[src/rtl/dmem_pkg.sv]
// Shared types and constants for the data-memory responder.
// The error-response pattern here is used only when DMEM_RANGE_ERR_EN is defined.
package dmem_pkg;
  localparam int DATA_W     = 16;
  localparam int REQ_ADDR_W = 16;
  localparam logic [DATA_W-1:0] ERR_RDATA = 16'hDEAD;

  typedef enum logic [1:0] {
    IDLE = 2'd0,
    WAIT = 2'd1,
    RESP = 2'd2
  } state_e;
endpackage

[src/rtl/dmem_ram.sv]
// Single-port synchronous RAM with a registered read port.
// rdata is zero unless the previous edge performed an enabled read.
module dmem_ram
  import dmem_pkg::*;
#(
  parameter int ADDR_W = 8
) (
  input  logic              clk,
  input  logic              reset,
  input  logic              en_i,
  input  logic              we_i,
  input  logic [ADDR_W-1:0] addr_i,
  input  logic [DATA_W-1:0] wdata_i,
  output logic [DATA_W-1:0] rdata_o
);
  logic [DATA_W-1:0] mem_q [2**ADDR_W];
  logic [DATA_W-1:0] rdata_q;

  // Array contents are deliberately left unreset.
  always_ff @(posedge clk) begin
    if (en_i && we_i) mem_q[addr_i] <= wdata_i;
  end

  always_ff @(posedge clk or negedge reset) begin
    if (!reset)              rdata_q <= '0;
    else if (en_i && !we_i)  rdata_q <= mem_q[addr_i];
    else                     rdata_q <= '0;
  end

  assign rdata_o = rdata_q;
endmodule

[src/rtl/dmem_responder.sv]
// Load/store responder: IDLE -> WAIT (WAIT_STATES cycles) -> RESP, one access at a time.
// Define DMEM_RANGE_ERR_EN to add rsp_err for addresses beyond the RAM depth.
module dmem_responder
  import dmem_pkg::*;
#(
  parameter int ADDR_W      = 8,
  parameter int WAIT_STATES = 2
) (
  input  logic                  clk,
  input  logic                  reset,
  input  logic                  req_valid,
  input  logic                  req_write,
  input  logic [REQ_ADDR_W-1:0] req_addr,
  input  logic [DATA_W-1:0]     req_wdata,
  output logic                  req_ready,
  output logic                  rsp_valid,
  output logic [DATA_W-1:0]     rsp_rdata,
`ifdef DMEM_RANGE_ERR_EN
  output logic                  rsp_err,
`endif
  output logic                  stall
);
  localparam int CNT_W = (WAIT_STATES > 1) ? $clog2(WAIT_STATES) : 1;
  localparam logic [CNT_W-1:0] CNT_INIT = CNT_W'((WAIT_STATES > 0) ? WAIT_STATES - 1 : 0);

  state_e            state_q;
  logic [CNT_W-1:0]  cnt_q;
  logic              wr_q;
  logic [ADDR_W-1:0] addr_q;
  logic [DATA_W-1:0] wdata_q;
  logic              rsp_valid_q;
  logic              req_ready_q;

  logic              accept;
  logic              enter_resp;
  logic              cur_wr;
  logic [ADDR_W-1:0] cur_addr;
  logic [DATA_W-1:0] cur_wdata;
  logic              ram_en;
  logic [DATA_W-1:0] ram_rdata;

  assign accept     = req_valid && req_ready_q;
  assign enter_resp = ((state_q == IDLE) && accept && (WAIT_STATES == 0)) ||
                      ((state_q == WAIT) && (cnt_q == '0));

  // With zero wait states the RAM is touched on the accept edge, before the latches hold the request.
  assign cur_wr    = (state_q == IDLE) ? req_write                : wr_q;
  assign cur_addr  = (state_q == IDLE) ? req_addr[ADDR_W-1:0]     : addr_q;
  assign cur_wdata = (state_q == IDLE) ? req_wdata                : wdata_q;

`ifdef DMEM_RANGE_ERR_EN
  logic oor_q;
  logic rsp_err_q;
  logic cur_oor;

  assign cur_oor = (state_q == IDLE) ? (|req_addr[REQ_ADDR_W-1:ADDR_W]) : oor_q;
  assign ram_en  = enter_resp && !cur_oor;

  always_ff @(posedge clk or negedge reset) begin
    if (!reset) begin
      oor_q     <= 1'b0;
      rsp_err_q <= 1'b0;
    end else begin
      if (accept) oor_q <= |req_addr[REQ_ADDR_W-1:ADDR_W];
      rsp_err_q <= enter_resp && cur_oor;
    end
  end

  assign rsp_err   = rsp_err_q;
  assign rsp_rdata = (rsp_err_q && !wr_q) ? ERR_RDATA : ram_rdata;
`else
  logic unused_addr_hi;
  assign unused_addr_hi = ^req_addr[REQ_ADDR_W-1:ADDR_W];
  assign ram_en    = enter_resp;
  assign rsp_rdata = ram_rdata;
`endif

  always_ff @(posedge clk or negedge reset) begin
    if (!reset) begin
      state_q     <= IDLE;
      cnt_q       <= '0;
      wr_q        <= 1'b0;
      addr_q      <= '0;
      wdata_q     <= '0;
      rsp_valid_q <= 1'b0;
      req_ready_q <= 1'b1;
    end else begin
      rsp_valid_q <= enter_resp;
      case (state_q)
        IDLE: begin
          if (accept) begin
            wr_q        <= req_write;
            addr_q      <= req_addr[ADDR_W-1:0];
            wdata_q     <= req_wdata;
            req_ready_q <= 1'b0;
            cnt_q       <= CNT_INIT;
            state_q     <= (WAIT_STATES == 0) ? RESP : WAIT;
          end
        end
        WAIT: begin
          if (cnt_q == '0) state_q <= RESP;
          else             cnt_q   <= cnt_q - 1'b1;
        end
        RESP: begin
          state_q     <= IDLE;
          req_ready_q <= 1'b1;
        end
        default: begin
          state_q     <= IDLE;
          req_ready_q <= 1'b1;
        end
      endcase
    end
  end

  dmem_ram #(.ADDR_W(ADDR_W)) u_ram (
    .clk     (clk),
    .reset   (reset),
    .en_i    (ram_en),
    .we_i    (cur_wr),
    .addr_i  (cur_addr),
    .wdata_i (cur_wdata),
    .rdata_o (ram_rdata)
  );

  assign req_ready = req_ready_q;
  assign rsp_valid = rsp_valid_q;
  assign stall     = req_valid && !rsp_valid_q;
endmodule

[config.mk]
export PLATFORM = sky130hd
export DESIGN_NAME = dmem_responder
export DESIGN_NICKNAME = d
export VERILOG_FILES = /design/src/rtl/dmem_pkg.sv /design/src/rtl/dmem_ram.sv /design/src/rtl/dmem_responder.sv
export SDC_FILE = /design/constraint.sdc
export NUM_CORES = 2
export LEC_CHECK = 0
export ABC_CLOCK_PERIOD_IN_PS = 7400
export CORE_ASPECT_RATIO = 0.8
export CORE_UTILIZATION = 25
export DETAILED_ROUTE_END_ITERATION = 10
export PLACE_DENSITY_LB_ADDON = 0.2
export SETUP_SLACK_MARGIN = 0.4
export SYNTH_ARGS = -nofsm -noshare
export SYNTH_HDL_FRONTEND = slang
export SYNTH_SLANG_ARGS = --single-unit
[constraint.sdc]
create_clock -name clk -period 7.4 [get_ports clk]
set_input_delay 1.48 -clock clk [delete_from_list [all_inputs] [get_ports clk]]
set_output_delay 1.48 -clock clk [all_outputs]
set_load 0.02 [all_outputs]
==> impl_metrics.yaml <==
critical_path:
  critical-path-top-cell-by-count: "buf_4"
  worst-endpoint-required_ns: 8.33
  cp_cell_instances: "nor2_4, o31a_2, buf_12, buf_4, o22ai_1, o21ai_0, a41oi_1, o41ai_1, buf_4, nand4_1, a21oi_1, buf_4"
  timing.setup.critical_path_class: "flip-flop to flip-flop"
  crit_path_dat_ns: 6.75
  worstSetupEndpointType: "flip-flop"
  critPathMaxStageDelay_ns: 0.91
  timing.critical_path.slowest_stage_cell: "o31a_2"
  startpoint_types: "flip-flop"
  timing.critical_path.fanout_max: 33
pwr:
  combinationalPowerShare: 0.280
  total_switching_power_mw: 24.8
  sequentialPowerShare: 0.426
  cellInternalPower_mw: 46.2
  worst_ir_drop_vdd_mv: 0.481
  share_clk_of_total_power: 0.294
  static-leakage-power_nw: 52.3
  power_switching_share: 0.349
  power.density_nw_per_um2: 400
sta:
  grt_setup_unrepaired: "no"
  fin_crit_sh: 0.788
  worst_slew_margin_relative_to_its_limit: 0.0386
  final.setup.tns_ns: 0
  final.setup.worst_slack_ns: 1.57
  clock-skew-final_ns: 0.0803
  hold_violations: 0
  hold-worst-slack_ns: 0.312
  finalSetupViolations: 0
  final.min_clock_period_ns: 5.83
  worst_slew_pin_slew_ns: 1.44
  slew_limit_fails: 0
  maxClockFrequency_ghz: 0.172
cts:
  htree_depth: 5
  worst_skew_pair.late_latency_ns: 1.05
  cts_post_setup_buffers_inserted: 0
  cts_resized: 0
  clock_tree.root_cell: "clkbuf_16"
  cts_hold_buffers: 0
  clk_transition_reported_paths_ns: 0.06
  ctsLongestPathBuffers: 4
  numClockSinks: 4142
  tritoncts.num_buffers: 423
  tritoncts_clock_tree: "built"
global_route:
  globalRouteOverflowTotal: 0
  antenna_violations_before_repair: 47
  grt_use_total: 0.162
  number_of_global_route_vias_before_repair: 86100
  grt_first_pass_wirelength_um: 703000
  largest_net_degree_at_the_start_of_global_routing: 177
routing:
  routed_wire_length_per_instance_um: 29.5
  drc_violation_count_after_routing: 0
  initialDrtViolationCount: 10000
  routed_wl_um: 513000
  routed_antenna_nets: 0
  num_vias: 88000
  dr.pass1.iters: 5
  detail_route.vias_per_cell: 5.06
floorplan:
  floorplan.initialDensity: 0.251
  floorplan.die.width_um: 870
  die-height_um: 696
  num_rows: 254
  fp.coreArea_um2: 599000
  fp.dieArea_um2: 606000
  ioPinCount: 55
run_status:
  outcome: "complete, no violations"
layout:
  final_cell_mix: "4096 x edfxtp_1, 1920 x o22ai_1, 893 x o21ai_0"
  post_route_cells_drive_above_1_share: 0.149
  area_growth_pct: 17.7
  final_net_count: 9121
  mostFrequentLayoutCell: "edfxtp_1"
logic_synthesis:
  mappedNetlistNets: 8687
  netlist_top_cells_area: "edfxtp_1 82%, o22ai_1 8.0%, o21ai_0 3.0%"
  synth-async-reset-ratio: 0.0111
  syn_inst: 8651
  post_synth.cell_area_avg_um2: 17.4
  warnings_synthesis: 0
  synth.yosys.seq_area_share: 0.824
  post_synth_num_cell_types: 44
  synth_edf_count: 4096
  number_of_flip_flops_and_latches_in_the_synthesized_netlist: 4142
  yosysTopAreaCell: "edfxtp_1"
  post_synth_instance_area_um2: 151000
  synth_ff_type: "edfxtp_1"
  synth_largest_type_area_fraction: 0.816
place:
  io_buf_count: 46
  dp_slack_ns: 0.843
  globalplace.congestion: 0.804
  dpl.hpwl_um: 308000
hold_path:
  hold_path.class: "input port to asynchronous set/reset pin"
run:
  timing.max_cap.violations: 0
[final cells by class]
class                   count  area (um^2)
fillers                 58900       422000
flip-flops and latches   4142       124000
diodes                     16         40.0
clock buffers             532        11200
inverters                   3         11.3
multi-input cells        3868        23900
clock inverters           240         2190
well taps                7936         9930
repair buffers            647         5910
[power groups by stage]
stage	logic, mW	clock network, mW	registers [mW]
final	19.9	20.9	30.2
after global placement	19.7	0	30.7
after global routing	21.0	22.2	30.2
after floorplan	9.64	0	31.9
after detailed placement	20.0	0	30.7
after CTS	20.0	21.3	30.2
[synthesized netlist by cell type, types with 55 or more instances]
cell,count
nor2_1,271
a21oi_1,70
o21ai_0,895
buf_4,97
o21ai_1,75
edfxtp_1,4096
a22oi_1,130
o41ai_1,55
nand2_1,89
buf_2,316
o22ai_1,1920
clkbuf_1,187
a41oi_1,230
[worst paths after layout]
kind                             from           endpoint  slack, ns  depth (start not counted)
max                        state_q[1]   u_ram.rdata_o[2]       1.57                         12
min                             reset        wdata_q[15]       0.31                          1
max reg2reg                state_q[1]   u_ram.rdata_o[2]       1.57                         12
min reg2reg                     cnt_q         state_q[1]       0.50                          1
max in group asynchronous       reset  u_ram.rdata_o[11]       6.00                          2
min in group clk                cnt_q         state_q[1]       0.50                          1
[layer usage]
metal / vias up / share of wire / global-route usage
met3: 643 / 0.078 / 0.0308
li1: 37300 / - / -
met4: 6 / 0.023 / 0.0375
met2: 3436 / 0.44 / 0.245
met1: 46700 / 0.46 / 0.240
met5: - / 0.000078 / 0
[state kept, by name, summed over array words and instances (netlist names)]
name,count
addr_q,8
u_ram.rdata_o,16
state_q,2
cnt_q,1
wr_q,1
u_ram.mem_q,4096
req_ready,1
wdata_q,16
rsp_valid,1
[logic make-up (layout without fill, tap and decap cells)]
logic type | count (synthesis) | after routing | share of synthesized area
buf+inv | 641 | 1422 | 0.0227
simple gates | 437 | 437 | 0.0122
compound gates | 3406 | 3406 | 0.139
other cells | 0 | 16 | 0
flops | 4142 | 4142 | 0.824
mux | 25 | 25 | 0.00187
[worst max-delay path: cells and delay by family (launching register included)]
family / cells / cell delay [ns]
compound gates: 6 / 2.72
buf+inv: 4 / 1.19
simple gates: 2 / 1.20
flops: 1 / 0.49
[stage by stage]
step            util  total power [mW]  instances  area (um^2)
2_1_floorplan      -              41.5       8651       151000
3_3_place_gp   0.274              50.4      16600       164000
3_5_place_dp   0.274              50.7      16600       164000
4_1_cts        0.296              71.5      17400       177000
5_1_grt        0.296              73.4      17400       177000
6_report       0.296              71.0      17400       177000
Power figures use the tool's default switching activity.
